==> config.mk <==
export PLATFORM = sky130hd
export DESIGN_NAME = varredura_display_flat
export DESIGN_NICKNAME = d
export VERILOG_FILES = /design/src/rtl/varredura_pkg.sv /design/src/rtl/varredura_display_if.sv /design/src/rtl/varredura_display_decodificador7seg.sv /design/src/rtl/varredura_display.sv /design/src/flat_wrapper.sv
export SDC_FILE = /design/constraint.sdc
export NUM_CORES = 1
export LEC_CHECK = 0
export BUFFER_PORTS_ARGS = -buffer_cell sky130_fd_sc_hd__buf_4
export CAP_MARGIN = 30
export CORE_MARGIN = 3
export CORE_UTILIZATION = 34
export CTS_CLUSTER_SIZE = 16
export DETAILED_ROUTE_END_ITERATION = 10
export PLACE_DENSITY = 0.54
export RECOVER_POWER = 50
export SLEW_MARGIN = 20
export SYNTH_ARGS = -nofsm -noshare
export SYNTH_HDL_FRONTEND = slang
export SYNTH_HIERARCHICAL = 1
export SYNTH_SLANG_ARGS = --single-unit
==> constraint.sdc <==
create_clock -name Clock -period 2.7 [get_ports Clock]
set_input_delay 0.54 -clock Clock [delete_from_list [all_inputs] [get_ports Clock]]
set_output_delay 0.54 -clock Clock [all_outputs]
set_load 0.01 [all_outputs]
==> src/rtl/varredura_pkg.sv <==
// Shared definitions for the two-digit multiplexed 7-segment scanner.
package varredura_pkg;

    // Scan FSM: units window, guard, tens window, guard
    typedef enum logic [1:0] {
        UNI      = 2'd0,
        GUARDA_U = 2'd1,
        DEZ      = 2'd2,
        GUARDA_D = 2'd3
    } estado_t;

    // Active-low segment patterns, bit6=g ... bit0=a
    localparam logic [6:0] SEG_APAGADO = 7'b1111111;
    localparam logic [6:0] SEG_TRACO   = 7'b0111111;
    localparam logic [6:0] SEG_0       = 7'b1000000;
    localparam logic [6:0] SEG_1       = 7'b1111001;
    localparam logic [6:0] SEG_2       = 7'b0100100;
    localparam logic [6:0] SEG_3       = 7'b0110000;
    localparam logic [6:0] SEG_4       = 7'b0011001;
    localparam logic [6:0] SEG_5       = 7'b0010010;
    localparam logic [6:0] SEG_6       = 7'b0000010;
    localparam logic [6:0] SEG_7       = 7'b1111000;
    localparam logic [6:0] SEG_8       = 7'b0000000;
    localparam logic [6:0] SEG_9       = 7'b0010000;

endpackage

==> src/rtl/varredura_display_if.sv <==
// Digit inputs, display controls and display pins of the scanner.
interface varredura_display_if;
    logic [3:0] Dezenas;
    logic [3:0] Unidades;
    logic       Carregar;
    logic       Piscar;
    logic       ApagarZero;
    logic [6:0] Segmentos;
    logic [1:0] Anodos;
    logic       Erro;

    // Driver of digits/controls (converter side, or the bench)
    modport master (
        output Dezenas, Unidades, Carregar, Piscar, ApagarZero,
        input  Segmentos, Anodos, Erro
    );

    // The scanner itself
    modport slave (
        input  Dezenas, Unidades, Carregar, Piscar, ApagarZero,
        output Segmentos, Anodos, Erro
    );
endinterface

==> src/rtl/varredura_display_decodificador7seg.sv <==
// BCD to active-low 7-segment decoder; codes above 9 show a dash.
module decodificador7seg
    import varredura_pkg::*;
(
    input  logic [3:0] i_bcd,
    output logic [6:0] o_seg_c
);

    // Pure lookup, no state
    always_comb begin
        o_seg_c = SEG_TRACO;
        case (i_bcd)
            4'd0:    o_seg_c = SEG_0;
            4'd1:    o_seg_c = SEG_1;
            4'd2:    o_seg_c = SEG_2;
            4'd3:    o_seg_c = SEG_3;
            4'd4:    o_seg_c = SEG_4;
            4'd5:    o_seg_c = SEG_5;
            4'd6:    o_seg_c = SEG_6;
            4'd7:    o_seg_c = SEG_7;
            4'd8:    o_seg_c = SEG_8;
            4'd9:    o_seg_c = SEG_9;
            default: o_seg_c = SEG_TRACO;
        endcase
    end

endmodule

==> src/rtl/varredura_display.sv <==
// Two-digit multiplexed display scanner with guard cycles, blanking and blink.
module varredura_display
    import varredura_pkg::*;
#(
    parameter int unsigned DIVISOR    = 50000,
    parameter int unsigned BLINK_HALF = 250
) (
    input  logic                 Clock,
    input  logic                 Reset,
    varredura_display_if.slave   bus
);

    localparam int unsigned PRE_W = (DIVISOR > 2) ? $clog2(DIVISOR) : 1;
    localparam int unsigned BLK_W = (BLINK_HALF > 1) ? $clog2(BLINK_HALF) : 1;
    localparam logic [PRE_W-1:0] PRE_MAX = PRE_W'(DIVISOR - 1);
    localparam logic [BLK_W-1:0] BLK_MAX = BLK_W'(BLINK_HALF - 1);

    estado_t            r_estado;
    estado_t            w_proximo;
    logic [PRE_W-1:0]   r_pre;
    logic [BLK_W-1:0]   r_blk;
    logic               r_fase;
    logic [3:0]         r_dez;
    logic [3:0]         r_uni;
    logic               r_erro;
    logic [6:0]         r_seg;
    logic [1:0]         r_anodos;

    logic               w_fim_janela;
    logic [1:0]         w_anodos;
    logic [3:0]         w_digito;
    logic [6:0]         w_seg_dec;
    logic [6:0]         w_seg;

    assign w_fim_janela = (r_pre == PRE_MAX);

    // State register
    always_ff @(posedge Clock or posedge Reset) begin
        if (Reset) r_estado <= UNI;
        else       r_estado <= w_proximo;
    end

    // Next state and digit enables for the current window
    always_comb begin
        w_proximo = r_estado;
        w_anodos  = 2'b11;
        case (r_estado)
            UNI: begin
                w_anodos = 2'b10;
                if (w_fim_janela) w_proximo = GUARDA_U;
            end
            GUARDA_U: w_proximo = DEZ;
            DEZ: begin
                if (!(bus.ApagarZero && (r_dez == 4'd0))) w_anodos = 2'b01;
                if (w_fim_janela) w_proximo = GUARDA_D;
            end
            GUARDA_D: w_proximo = UNI;
            default:  w_proximo = UNI;
        endcase
        if (!r_fase) w_anodos = 2'b11;
    end

    // Digit select, decode, and force dark whenever no digit is enabled
    assign w_digito = (r_estado == DEZ) ? r_dez : r_uni;

    decodificador7seg u_decod (
        .i_bcd   (w_digito),
        .o_seg_c (w_seg_dec)
    );

    assign w_seg = (w_anodos == 2'b11) ? SEG_APAGADO : w_seg_dec;

    // Window prescaler: runs inside UNI/DEZ, restarts on every state change
    always_ff @(posedge Clock or posedge Reset) begin
        if (Reset) begin
            r_pre <= '0;
        end else if (w_proximo != r_estado) begin
            r_pre <= '0;
        end else if ((r_estado == UNI) || (r_estado == DEZ)) begin
            r_pre <= r_pre + PRE_W'(1);
        end
    end

    // Blink counter: one step per completed scan, phase flips every BLINK_HALF scans
    always_ff @(posedge Clock or posedge Reset) begin
        if (Reset) begin
            r_blk  <= '0;
            r_fase <= 1'b1;
        end else if (!bus.Piscar) begin
            r_blk  <= '0;
            r_fase <= 1'b1;
        end else if (r_estado == GUARDA_D) begin
            if (r_blk == BLK_MAX) begin
                r_blk  <= '0;
                r_fase <= ~r_fase;
            end else begin
                r_blk  <= r_blk + BLK_W'(1);
            end
        end
    end

    // Digit capture and invalid-digit flag
    always_ff @(posedge Clock or posedge Reset) begin
        if (Reset) begin
            r_dez  <= 4'd0;
            r_uni  <= 4'd0;
            r_erro <= 1'b0;
        end else if (bus.Carregar) begin
            r_dez  <= bus.Dezenas;
            r_uni  <= bus.Unidades;
            r_erro <= (bus.Dezenas > 4'd9) || (bus.Unidades > 4'd9);
        end
    end

    // Registered display pins
    always_ff @(posedge Clock or posedge Reset) begin
        if (Reset) begin
            r_seg    <= SEG_APAGADO;
            r_anodos <= 2'b11;
        end else begin
            r_seg    <= w_seg;
            r_anodos <= w_anodos;
        end
    end

    assign bus.Segmentos = r_seg;
    assign bus.Anodos    = r_anodos;
    assign bus.Erro      = r_erro;

endmodule
==> src/flat_wrapper.sv <==
// flat-port wrapper written by rule: the top's interface ports become plain ports
module varredura_display_flat import varredura_pkg::*;
#(
    parameter int unsigned DIVISOR    = 50000,
    parameter int unsigned BLINK_HALF = 250
)
  (Clock, Reset, bus_Dezenas, bus_Unidades, bus_Carregar, bus_Piscar, bus_ApagarZero, bus_Segmentos, bus_Anodos, bus_Erro);
  varredura_display_if bus_i ();
  input  logic Clock;
  input  logic Reset;
  input wire logic [$bits(bus_i.Dezenas)-1:0] bus_Dezenas;
  input wire logic [$bits(bus_i.Unidades)-1:0] bus_Unidades;
  input wire logic [$bits(bus_i.Carregar)-1:0] bus_Carregar;
  input wire logic [$bits(bus_i.Piscar)-1:0] bus_Piscar;
  input wire logic [$bits(bus_i.ApagarZero)-1:0] bus_ApagarZero;
  output wire logic [$bits(bus_i.Segmentos)-1:0] bus_Segmentos;
  output wire logic [$bits(bus_i.Anodos)-1:0] bus_Anodos;
  output wire logic [$bits(bus_i.Erro)-1:0] bus_Erro;
  assign bus_i.Dezenas = bus_Dezenas;
  assign bus_i.Unidades = bus_Unidades;
  assign bus_i.Carregar = bus_Carregar;
  assign bus_i.Piscar = bus_Piscar;
  assign bus_i.ApagarZero = bus_ApagarZero;
  assign bus_Segmentos = bus_i.Segmentos;
  assign bus_Anodos = bus_i.Anodos;
  assign bus_Erro = bus_i.Erro;
  varredura_display #(.DIVISOR(DIVISOR), .BLINK_HALF(BLINK_HALF)) u_core (.Clock(Clock), .Reset(Reset), .bus(bus_i));
endmodule
Yosys cells after proc, flatten, opt, wreduce, memory -nomap -nowiden:

Memories as Yosys holds them, arrays and structs flattened.
Cells that the tools add are included.

* flip-flop bits (word level): 45
* bits in read-only memories: 112
* output and inout bits: 10
* word-level logic and storage cells: 47
* memories kept: 1

* $add $sub $neg: 2
* magnitude comparators: 2
* eq/ne operators: 9
* multiplexer cells: 16
* bitwise gates (word level): 1
* reductions and logical operators: 7

Memory list
* (no name shown): depth 16, width 7, rd ports 1, clocked after Yosys merged registers in 0, wr ports 0, RTL line varredura_display_decodificador7seg.sv:12 `case (i_bcd)`

Operators with widths (count)
* $mux 16: 2
* $mux 8: 3
* $add 16x1->16 const B: 1
* $eq 16x16->1 const B: 1
* $add 8x1->8 const B: 1
* $eq 8x8->1 const B: 1
* $gt 4x4->1 const B: 2
* $mux 2: 4
* $pmux 2 s4: 1
* $mux 7: 1
* $eq 2x2->1 const B: 3
* $logic_not 4->1: 1
* $mux 4: 1
* $ne 2x1->1 const B: 2
* $pmux 2 s2: 1
* $mux 1: 3
* $eq 2x1->1 const B: 1
* $logic_not 2->1: 1
* $logic_or 1x1->1: 2
* $ne 2x2->1: 1
* $reduce_and 2->1: 1
* $reduce_bool 2->1: 1
* $logic_and 1x1->1: 1
* $not 1->1: 1

Longest topological paths before layout:

* depth in word-level cells: 7
* depth in mapped cells: 9
* mapped depth without buffers: 8

By module:

Netlist, hierarchy kept.

By module, submodules not included
* varredura_display: times used 1, cells each 197, area an instance 2162.1 um2
* decodificador7seg: times used 1, cells each 31, area an instance 240.2 um2

Worst setup path before layout:

No wires, ideal clock.

* path kind: register to register
* start: register u_core.r_estado[0]
* end: register u_core.r_seg[4] (netlist: u_core/bus.Segmentos[4])
* setup time: 63 ps
* data arrival time: 1794 ps
* slack: 842 ps
* stages on the path, launching flop included: 10
* path buffers: 1
* clock period less this slack: 1858 ps
* cell sequence: dfrtp_1 inv_1 ha_1 buf_4 mux2_2 inv_1 ha_1 or2b_1 a31oi_1 nand2b_1

* elaborated cells between the ends (all ways): 8
* classes of those cells: 2 x eq/ne; 4 x mux; 1 x reduce/logical; 1 x memory

RTL lines
* start, declared: RTL line varredura_display.sv:18 `estado_t r_estado;`
* start signal, assigned: RTL line varredura_display.sv:40 `else r_estado <= w_proximo;`
* $eq 2x2->1: RTL line varredura_display.sv:64 `assign w_digito = (r_estado == DEZ) ? r_dez : r_uni;`
* $mux 4: RTL line varredura_display.sv:64
* named net u_core.w_digito[1]: RTL line varredura_display.sv:31 `logic [3:0] w_digito;`
* $mem_v2 16x7
* named net u_core.w_seg_dec[4]: RTL line varredura_display.sv:32 `logic [6:0] w_seg_dec;`
* $mux 7: RTL line varredura_display.sv:71 `assign w_seg = (w_anodos == 2'b11) ? SEG_APAGADO : w_seg_dec;`
* named net u_core.w_seg[4]: RTL line varredura_display.sv:33 `logic [6:0] w_seg;`
* end signal, assigned: RTL line varredura_display.sv:121 `r_seg <= w_seg;`
* end, declared: RTL line varredura_display.sv:26 `logic [6:0] r_seg;`

The timed path passes the listed nets, and every way through them passes these cells.
A chain may end at the register's enable or synchronous reset.

Worst setup path in the final report:

Ends and elaborated chain as after synthesis.

==> qor.csv <==
metric;value;unit
cells after synthesis;228;
Residual DRC;0;
register-to-register setup slack;0.55;ns
RSZ-0062 raised after global routing;false;
Avg Inst Size Synth;10.5;um2
IO buf count;22;
register area;1140;um2
H-tree level count;2;
Remaining Overflow, GRT;0;
later-pin clock latency in the skew report;0.29;ns
# hold bufs at CTS;0;
Hold Crit Depth;2;
DRT Pass-1 Iters;4;
DRT Wirelength;4.36;mm
CP bufs+invs;2;
total clock sinks;45;
gr usage total;11.5;%
worst reg2reg path startpoint;u_core/r_estado[0]$_DFF_PP0_;
area of the mapped netlist;2400;um2
met2 Use GR;19.0;%
Max Cap Viol;0;
Diodes inserted;0;
post-synthesis register bit count;45;
CP Max Fanout;10;
Leak;1.18;nW
FILL cells;703;
clock transition at the registers of the reported paths;0.08;ns
largest net degree at the start of global routing;46;
slowest CP cell;ha_1;
delay of the slowest cell on the worst path;0.42;ns
post-route clock period utilization;79.8;%
Worst Setup End Kind;register;
final setup TNS;0;ns
# IOs;23;
PD cells;509;nW/um2
register area share after synthesis;47.4;%
final setup fails;0;
CTS resizes;0;
number of global-route vias before repair;1713;
Vias;1622;
die area;8110;um2
CTS Buf Count;5;
worst-path cell chain;inv_1 > ha_1 > mux2_2 > inv_1 > ha_1 > or2b_1 > a31oi_1 > nand2b_1;
dpl cells;343;
CTS tree;done;
Initial Utilization;35.2;%
VDD IR max;0.183;mV
Tmin final;2.15;ns
asr flop ratio synth;100;%
Clock Tree Buf Depth;2;
reg2reg end;u_core/bus.Segmentos[4]$_DFF_PP1_;
Core Region;6830;um2
Post-synth EDFFs;0;
Util after Layout;40.6;%
final count of pins violating max slew;0;
yosys warns;6;
Cell variety after synth;49;
Main synth FF type;dfrtp_1;
root buf cell;clkbuf_8;
CP arrival;2.39;ns
area taken by multi-input logic gates;1180;um2
GR Layer Usage met1;15.0;%
drt wl/cell;12.4;um
die extent in y;90.1;um
Layout Skew;0.00521;ns
Routed Antenna Nets;0;
worst rel slew slack;27.6;%
Hold Startpoint;bus_Piscar;
ratio of cells with drive above 1 in the final layout;24.3;%
Post-Syn Nets;253;
met3 usage;2.59;%
width of the die;90.1;um
worst hold margin;0.414;ns
Nets;279;
# rows;30;
GRT busiest layer;met2;
Hold Crit Class;in2reg;
CP startpoint kind;register;
Placer Congestion;0.771;
Min-Delay Endpoint;u_core/r_fase$_DFFE_PP1P_;
Worst R2R Path Depth;8;
status;finished, final reports clean;
Final Hold Violating Endpoints;0;
fmax;464;MHz
dpl ws;0.540;ns
WS Path Type;reg2reg;
cell family with most CP delay;adder cells;
worst slew pin tran;1.09;ns
P&R area growth vs syn;15.5;%
mean number of vias per cell;4.62;
Non-Filler Instances;351;
Iteration-0 DRC Markers;76;
placed wire-length estimate;3.17;mm
first-pass GRT wire length;7.80;mm
slack of the critical path;0.547;ns
setup bufs post-CTS;0;
antenna violations before repair;0;
WP data required;2.93;ns
## logic make-up after synthesis
| group | synth area share (%) |
|---|---|
| muxes | 6.88 |
| xor gates and xnor gates | 6.93 |
| buffers and inverters | 3.65 |
| AOI/OAI and AO/OA | 7.71 |
| DFF | 47.4 |
| and+or+nand+nor | 21.2 |
| adders and majority gates | 6.25 |
## Yosys cell counts (2+ instances only)
cell type | count | share of area [%]
dfrtp_1 | 35 | 36
nor2_1 | 23 | 3.6
nand2_1 | 15 | 2.3
inv_1 | 13 | 2.0
xnor2_1 | 13 | 4.7
ha_1 | 12 | 6.2
mux2_2 | 12 | 5.6
dfstp_2 | 10 | 11
a21oi_1 | 9 | 1.9
nand2b_1 | 8 | 2.1
nor4_1 | 8 | 2.1
o21ai_0 | 7 | 1.5
nand3_1 | 6 | 1.3
xor2_1 | 6 | 2.2
or3_1 | 5 | 1.3
mux2i_1 | 3 | 1.3
nand4_1 | 3 | 0.78
a21o_1 | 2 | 0.62
a22oi_1 | 2 | 0.62
a31oi_1 | 2 | 0.52
and2_1 | 2 | 0.52
buf_6 | 2 | 0.94
nand3_2 | 2 | 0.83
nand3b_1 | 2 | 0.62
nor3b_1 | 2 | 0.62
## registers in the layout, indices dropped and copies added (netlist names)
register              cells
u_core/r_fase             1
u_core/bus.Erro           1
u_core/bus.Anodos         2
u_core/r_pre             16
u_core/r_uni              4
u_core/r_dez              4
u_core/r_estado           2
u_core/bus.Segmentos      7
u_core/r_blk              8
## power breakdown
group / total, mW / internal (mW) / switching (mW)
Sequential: 0.730 / 0.716 / 0.0139
Combinational: 0.161 / 0.0824 / 0.0785
Clock: 0.520 / 0.302 / 0.219
## through the flow
step	cell area, um2	power, mW
final	2770	1.41
after detailed placement	2660	0.910
after floorplan	2400	0.848
after CTS	2780	1.44
after global placement	2660	0.909
after global routing	2770	1.49
## layout by cell type (no fill, tap or decap), drive strengths merged, types with 9 or more instances in the layout
master | Yosys | final
clkbuf | 1 | 11
a21oi | 9 | 9
dfstp | 10 | 10
ha | 12 | 12
inv | 13 | 12
nand2 | 15 | 15
nor2 | 23 | 23
nor4 | 9 | 9
mux2 | 12 | 12
dfrtp | 35 | 35
xnor2 | 13 | 13
buf | 4 | 20
## worst max-delay path by stage
| stage | startpoint | to | cells past startpoint | slack [ns] |
|---|---|---|---|---|
| after floorplan | u_core/r_estado[0]$_DFF_PP0_ | u_core/bus.Segmentos[4]$_DFF_PP1_ | 9 | 0.84 |
| after global placement | u_core/r_estado[0]$_DFF_PP0_ | u_core/bus.Segmentos[4]$_DFF_PP1_ | 8 | 0.60 |
| after detailed placement | u_core/r_estado[0]$_DFF_PP0_ | u_core/bus.Segmentos[4]$_DFF_PP1_ | 8 | 0.54 |
| after CTS | u_core/r_estado[0]$_DFF_PP0_ | u_core/bus.Segmentos[4]$_DFF_PP1_ | 8 | 0.52 |
| after global routing | u_core/r_estado[0]$_DFF_PP0_ | u_core/bus.Segmentos[4]$_DFF_PP1_ | 8 | 0.34 |
| final | u_core/r_estado[0]$_DFF_PP0_ | u_core/bus.Segmentos[4]$_DFF_PP1_ | 8 | 0.55 |
## cell type report
type                            count  share of cell area [%]
Clock buffer                        7                    3.11
Clock inverter                      1                    1.08
Inverter                           13                    1.76
Multi-Input combinational cell    165                    42.4
Sequential cell                    45                    41.0
Tap cell                           96                    4.33
Timing Repair Buffer               24                    6.27
## per-layer routing
layer / vias to the layer above / wire, um
met1: 771 / 2160
li1: 829 / -
met2: 20 / 2020
met3: 2 / 152
met4: 0 / 28
met5: - / 0
Power figures use the tool's default switching activity.
